==> src/rtl/alu_control_seq.sv <==
// rtl/alu_control_seq.sv - registered ALU control decode with multu/divu cycle sequencing
// Single-cycle ops complete one cycle after accept; multu/divu hold the unit for N cycles.
module alu_control_seq #(
  parameter int FUNCT_W    = 6,
  parameter int MUL_CYCLES = 4,
  parameter int DIV_CYCLES = 8,
  parameter int CNT_W      = 4
) (
  input  logic               clk,
  input  logic               rst,
  input  logic               valid_in,
  output logic               ready_in,
  input  logic [1:0]         ALUOp,
  input  logic [FUNCT_W-1:0] funct,
  input  logic               flush,
  output logic [FUNCT_W-1:0] alu_funct,
  output logic               valid_out,
  output logic               mdu_busy,
  output logic               illegal
);

  typedef enum logic {S_IDLE, S_BUSY} state_e;

  localparam logic [FUNCT_W-1:0] F_ADDU  = FUNCT_W'(6'b001011);
  localparam logic [FUNCT_W-1:0] F_SUBU  = FUNCT_W'(6'b001101);
  localparam logic [FUNCT_W-1:0] F_AND   = FUNCT_W'(6'b010010);
  localparam logic [FUNCT_W-1:0] F_SLL   = FUNCT_W'(6'b100110);
  localparam logic [FUNCT_W-1:0] F_MULTU = FUNCT_W'(6'b011000);
  localparam logic [FUNCT_W-1:0] F_DIVU  = FUNCT_W'(6'b011010);

  localparam logic [FUNCT_W-1:0] OP_NONE  = '0;
  localparam logic [FUNCT_W-1:0] OP_ADDU  = FUNCT_W'(6'b001001);
  localparam logic [FUNCT_W-1:0] OP_SUBU  = FUNCT_W'(6'b001010);
  localparam logic [FUNCT_W-1:0] OP_AND   = FUNCT_W'(6'b010001);
  localparam logic [FUNCT_W-1:0] OP_SLL   = FUNCT_W'(6'b100001);
  localparam logic [FUNCT_W-1:0] OP_MULTU = FUNCT_W'(6'b010100);
  localparam logic [FUNCT_W-1:0] OP_DIVU  = FUNCT_W'(6'b011000);

  localparam logic [CNT_W-1:0] MUL_LOAD = CNT_W'(MUL_CYCLES - 1);
  localparam logic [CNT_W-1:0] DIV_LOAD = CNT_W'(DIV_CYCLES - 1);
  localparam logic [CNT_W-1:0] CNT_ONE  = CNT_W'(1);

  state_e             state_q, state_d;
  logic [CNT_W-1:0]   cnt_q, cnt_d;
  logic [FUNCT_W-1:0] alu_funct_q, alu_funct_d;
  logic               valid_out_q, valid_out_d;
  logic               illegal_q, illegal_d;

  logic [FUNCT_W-1:0] dec_funct;
  logic               dec_illegal;
  logic               dec_multi;
  logic [CNT_W-1:0]   dec_load;
  logic               accept;

  always_comb begin
    dec_funct   = OP_NONE;
    dec_illegal = 1'b0;
    dec_multi   = 1'b0;
    dec_load    = '0;
    unique case (ALUOp)
      2'b00: dec_funct = OP_ADDU;
      2'b01: dec_funct = OP_SUBU;
      2'b10: begin
        unique case (funct)
          F_ADDU:  dec_funct = OP_ADDU;
          F_SUBU:  dec_funct = OP_SUBU;
          F_AND:   dec_funct = OP_AND;
          F_SLL:   dec_funct = OP_SLL;
          F_MULTU: begin
            dec_funct = OP_MULTU;
            dec_multi = 1'b1;
            dec_load  = MUL_LOAD;
          end
          F_DIVU: begin
            dec_funct = OP_DIVU;
            dec_multi = 1'b1;
            dec_load  = DIV_LOAD;
          end
          default: dec_illegal = 1'b1;
        endcase
      end
      default: dec_illegal = 1'b1;
    endcase
  end

  assign accept = valid_in && (state_q == S_IDLE);

  always_ff @(posedge clk or posedge rst) begin
    if (rst) begin
      state_q     <= S_IDLE;
      cnt_q       <= '0;
      alu_funct_q <= '0;
      valid_out_q <= 1'b0;
      illegal_q   <= 1'b0;
    end else begin
      state_q     <= state_d;
      cnt_q       <= cnt_d;
      alu_funct_q <= alu_funct_d;
      valid_out_q <= valid_out_d;
      illegal_q   <= illegal_d;
    end
  end

  // flush wins over everything, including an accept in the same cycle
  always_comb begin
    state_d     = state_q;
    cnt_d       = cnt_q;
    alu_funct_d = alu_funct_q;
    valid_out_d = 1'b0;
    illegal_d   = 1'b0;
    if (flush) begin
      state_d = S_IDLE;
      cnt_d   = '0;
    end else begin
      unique case (state_q)
        S_IDLE: begin
          if (accept) begin
            alu_funct_d = dec_funct;
            if (dec_multi) begin
              state_d = S_BUSY;
              cnt_d   = dec_load;
            end else begin
              valid_out_d = 1'b1;
              illegal_d   = dec_illegal;
            end
          end
        end
        S_BUSY: begin
          if (cnt_q <= CNT_ONE) begin
            state_d     = S_IDLE;
            cnt_d       = '0;
            valid_out_d = 1'b1;
          end else begin
            cnt_d = cnt_q - CNT_ONE;
          end
        end
        default: begin
          state_d = S_IDLE;
          cnt_d   = '0;
        end
      endcase
    end
  end

  always_comb begin
    ready_in  = (state_q == S_IDLE);
    mdu_busy  = (state_q == S_BUSY);
    alu_funct = alu_funct_q;
    valid_out = valid_out_q;
    illegal   = illegal_q;
  end

endmodule

==> config.mk <==
export PLATFORM = sky130hd
export DESIGN_NAME = alu_control_seq
export DESIGN_NICKNAME = d
export VERILOG_FILES = /design/src/rtl/alu_control_seq.sv
export SDC_FILE = /design/constraint.sdc
export NUM_CORES = 1
export LEC_CHECK = 0
export ABC_CLOCK_PERIOD_IN_PS = 3350
export CORE_MARGIN = 1
export CORE_UTILIZATION = 45
export CTS_BUF_LIST = sky130_fd_sc_hd__clkbuf_8
export CTS_CLUSTER_DIAMETER = 30
export DETAILED_ROUTE_END_ITERATION = 10
export PLACE_DENSITY_LB_ADDON = 0.05
export SKIP_LAST_GASP = 1
export SLEW_MARGIN = 40
export SYNTH_ARGS = -nofsm -noshare
export SYNTH_HDL_FRONTEND = slang
export SYNTH_SLANG_ARGS = --single-unit
==> constraint.sdc <==
create_clock -name clk -period 3.35 [get_ports clk]
set_input_delay 0.67 -clock clk [delete_from_list [all_inputs] [get_ports clk]]
set_output_delay 0.67 -clock clk [all_outputs]
set_load 0.02 [all_outputs]
After elaboration in Yosys (flattened, before gate mapping)

Cells that the tools add are included.
W data, S select, Z words.

Flip-flop bits (word level): 13
Output and inout bits: 10

$add $sub $neg: 1
Bitwise gates (word level): 2
Reduce and logical (&&, ||, !) cells: 7
$lt $le $gt $ge: 1
Multiplexer cells: 27
Eq/ne operators: 10

Operators with widths:

| cell                  | count |
|---|---|
| $pmux W6 S6           | 1 |
| $eq A6 B5 Y1 const B  | 3 |
| $pmux W6 S3           | 1 |
| $mux W4               | 4 |
| $mux W1               | 15 |
| $eq A6 B4 Y1 const B  | 2 |
| $pmux W4 S2           | 1 |
| $eq A6 B6 Y1 const B  | 1 |
| $ne A3 B1 Y1 const B  | 2 |
| $pmux W1 S2           | 3 |
| $pmux W3 S2           | 1 |
| $reduce_or A6 Y1      | 1 |
| $le A4 B1 Y1 const B  | 1 |
| $reduce_or A2 Y1      | 2 |
| $sub A4 B1 Y4 const B | 1 |
| $mux W3               | 1 |
| $reduce_and A3 Y1     | 1 |
| $eq A2 B1 Y1 const B  | 1 |
| $eq A2 B2 Y1 const B  | 1 |
| $logic_not A2 Y1      | 1 |
| $not A1 Y1            | 2 |
| $reduce_and A2 Y1     | 1 |
| $logic_and A1 B1 Y1   | 1 |

Longest topological paths before layout

Depth after elaboration: 8
Depth in mapped cells: 6

Worst setup path after synthesis

OpenSTA, ideal clock, no wires.

Path type: in2reg
From: input port funct[0]
To: register cnt_q[2]
Buffers on the path: 1
Path slack: 1.634 ns
Stages on the path: 5
Data required time: 3.268 ns
Data arrival time: 1.634 ns
Library setup time: 0.082 ns
Path through: buf_2 > nor3_4 > nand4_2 > or3b_1 > a31oi_1

Longest elaborated chain between the ends: 7
Elaborated cells on any way between the ends: 13
Those cells by class: 3 x eq/ne; 8 x mux; 2 x reduce/logical

Ends and longest elaborated chain:

| item                   | line | source |
|---|---|---|
| start: declaration     | 14   | `input logic [FUNCT_W-1:0] funct,` |
| $eq A6 B5 Y1           | 64   | `unique case (funct)` |
| $pmux W3 S2            | 64   |  |
| $mux W3                | 60   | `unique case (ALUOp)` |
| $mux W4                | 119  | `if (dec_multi) begin` |
| $mux W4                | 117  | `if (accept) begin` |
| $pmux W4 S2            | 115  | `unique case (state_q)` |
| $mux W4                | 111  | `if (flush) begin` |
| end signal: assignment | 97   | `cnt_q <= cnt_d;` |
| end: declaration       | 44   | `logic [CNT_W-1:0] cnt_q, cnt_d;` |

Several ways; a longest one is shown, not always the timed one. The select of a mux whose other input is x is not followed.
A chain may end at the register's enable or synchronous reset.

Worst setup path after layout

From: register state_q (netlist: mdu_busy)
To: output port ready_in

Longest elaborated chain between the ends: 1

Ends and longest elaborated chain:

| item                        | line | source |
|---|---|---|
| start: declaration          | 43   | `state_e state_q, state_d;` |
| start signal: assignment    | 96   | `state_q <= state_d;` |
| $not A1 Y1 (no source line) | n/a  |  |
| end: declaration            | 12   | `output logic ready_in,` |

No other way between the ends.

==> flow_summary.json <==
{
  "status": "finished, final reports clean",
  "coreArea_sq_um": 1750,
  "synth_edf_count": 0,
  "leakage_nw": 0.445,
  "cts_max_level": 1,
  "die_y_um": 45.4,
  "power.density_nw_per_um2": 333,
  "worstPathMaxFanout": 9,
  "layout.cells.non_filler": 138,
  "cts_tree": "yes",
  "wire_per_inst_um": 11.8,
  "post_cts_resized": 0,
  "hold_buffers": 0,
  "cts_num_sinks": 13,
  "grt_pass1_wl_mm": 2.73,
  "arrival_ns": 1.46,
  "hold_class": "reg -> reg",
  "worstSetupEndpointType": "primary output",
  "rsz0062_at_grt": "false",
  "slew_violations": 0,
  "synth-seq-cells": 13,
  "cts_setup_buffers": 0,
  "viasPerCell": 5.26,
  "setup_tns_ns": 0,
  "required_ns": 2.68,
  "cp_slowest_cell": "clkdlybuf4s50_1",
  "r2r_cells": 4,
  "overflow": 0,
  "dp_hpwl_mm": 1.27,
  "antenna_found_initial": 0,
  "drtAntennaViolNets": 0,
  "drc_errors": 0,
  "synth_area_per_cell_sq_um": 9.11,
  "numPortBuffers": 21,
  "cp_slowest_stage_delay_ns": 0.60,
  "antenna_cells": 0,
  "reg2reg_slack_ns": 1.80,
  "fin_skew_ns": 0.00803,
  "finalHoldViolCount": 0,
  "fmax_mhz": 470,
  "synth_seq_area_share_pct": 38.4,
  "globalplace.congestion": 0.841,
  "crit_buf_inv": 2,
  "r2r-end": "cnt_q[3]$_DFFE_PP0P_",
  "hp-start": "alu_funct[2]$_DFFE_PP0P_",
  "syn_to_final_growth_pct": 30.4,
  "synth_nets": 107,
  "cts-root-buf": "clkbuf_8",
  "tightest_slew_ns": 0.492,
  "io_pins": 22,
  "synth_cell_type_count": 40,
  "relSlewSlack_pct": 66.9,
  "drt_iter0_drc": 10,
  "finalSetupViolations": 0,
  "crit_type": "reg -> out",
  "grt_max_degree": 14,
  "drt_first_pass_iters": 4,
  "cts_made_buffers": 3,
  "crit_family": "buffers and inverters",
  "min_period_over_period_pct": 63.5,
  "insertion_delay_ns": 0.24,
  "final_nets": 128,
  "grt_usage_pct": 18.9,
  "syn_inst": 93,
  "netlist_area_sq_um": 847,
  "path_clk_slew_ns": 0.06,
  "r2r_start": "mdu_busy$_DFF_PP0_",
  "clk_path_buf_depth": 2,
  "fill_cells": 172,
  "hold_depth": 2,
  "path_cells": "inv_4 -> clkdlybuf4s50_1",
  "hold_path_end": "alu_funct[2]$_DFFE_PP0P_",
  "peakVddDrop_mv": 0.176,
  "synthArstFlopShare_pct": 100,
  "fin_crit_ns": 2.13,
  "yosys_warnings": 0,
  "start_util_pct": 48.5,
  "fp.dieW_um": 45.4,
  "drv_cap": 0,
  "dp_cells": 134,
  "drive_gt1_share_pct": 9.73,
  "postRouteWirelength_mm": 1.63,
  "grt_pass1_vias": 636,
  "via_count": 726,
  "synth_ff_type": "dfrtp_1",
  "rows": 15,
  "die_area_sq_um": 2060,
  "cp-start-kind": "flop"
}
-- per-layer routing --
| metal | up-vias | global-route usage (%) | wire (um) |
|---|---|---|---|
| li1 | 377 | - | - |
| met1 | 330 | 27.2 | 862 |
| met2 | 17 | 26.9 | 705 |
| met3 | 2 | 3.57 | 43 |
| met4 | 0 | 9.09 | 20 |
| met5 | - | 0 | 0 |
-- how the worst max path moves through the flow --
| stage | from | end | slack [ns] | cells past startpoint |
|---|---|---|---|---|
| after floorplan | funct[0] | cnt_q[2]$_DFFE_PP0P_ | 1.63 | 5 |
| after global placement | funct[4] | cnt_q[2]$_DFFE_PP0P_ | 1.04 | 5 |
| after detailed placement | funct[4] | cnt_q[2]$_DFFE_PP0P_ | 1.0 | 5 |
| after CTS | mdu_busy$_DFF_PP0_ | ready_in | 1.23 | 2 |
| after global routing | funct[4] | cnt_q[2]$_DFFE_PP0P_ | 1.09 | 5 |
| final | mdu_busy$_DFF_PP0_ | ready_in | 1.22 | 2 |
-- placed cells by master, fill, tap and decap left out, types with 3 or more instances in the layout --
| master | count |
|---|---|
| a21oi_1 | 6 |
| a31oi_1 | 3 |
| clkbuf_8 | 3 |
| clkdlybuf4s50_1 | 21 |
| dfrtp_1 | 13 |
| inv_1 | 6 |
| nand2_1 | 11 |
| nand3_1 | 4 |
| nor2_1 | 3 |
| nor4bb_1 | 3 |
| o21ai_0 | 6 |
| o31ai_1 | 4 |
-- registers in the layout, indices dropped and copies added (netlist names) --
name       count
cnt_q          4
alu_funct      6
mdu_busy       1
valid_out      1
illegal        1
-- kinds of logic after synthesis --
kind of cell | share of synthesized area [%]
xor gates and xnor gates | 1.03
buffers and inverters | 6.35
DFF | 38.4
and+or+nand+nor | 28.1
muxes | 3.84
adders and majority gates | 2.95
AOI/OAI and AO/OA | 19.4
-- synth_stat cells (2+ instances only) --
cell      count  area (sq um)
a31oi_1       3          18.8
nor4bb_1      3          30.0
o21ai_0       6          30.0
o31ai_1       4          30.0
nand2b_1      2          12.5
ha_1          2          25.0
dfrtp_1      13           325
nor2_1        3          11.3
mux2_2        2          22.5
nand2_1      11          41.3
a21oi_1       6          30.0
nand3_1       4          20.0
inv_1         5          18.8
buf_2         2          10.0
clkbuf_1      2          7.51
-- layout make-up --
type                    instances  area (sq um)  area share, %
clock inverters                 1          3.75          0.340
repair buffers                 21           210           19.0
inverters                       6          25.0           2.27
clock buffers                   3          41.3           3.74
well taps                      25          31.3           2.83
flip-flops and latches         13           325           29.4
multi-input cells              69           468           42.4
-- tightest hold or removal path: stages (launching register included) --
cell	delay (ns)
dfrtp_1	0.34
nand2_1	0.05
o31ai_1	0.05
-- stage by stage --
stage / area (sq um) / power, mW / utilization [%] / worst slack [ns] / hold WS, ns
2_1_floorplan: 847 / 0.204 / - / 1.63 / 0.543
3_3_place_gp: 1060 / 0.237 / 60.7 / 1.04 / 0.458
3_5_place_dp: 1060 / 0.238 / 60.7 / 0.996 / 0.467
4_1_cts: 1100 / 0.369 / 63.3 / 1.23 / 0.480
5_1_grt: 1100 / 0.384 / 63.3 / 1.09 / 0.522
6_report: 1100 / 0.368 / 63.3 / 1.22 / 0.473
-- where the power goes --
group	internal (mW)	switching (mW)	total [mW]	leakage [nW]
clock	0.0805	0.0524	0.133	0.0269
sequential	0.163	0.00278	0.166	0.177
combinational	0.0332	0.0359	0.0691	0.242
total	0.277	0.0911	0.368	0.445
Note: power is estimated with default switching activity, not from simulation.
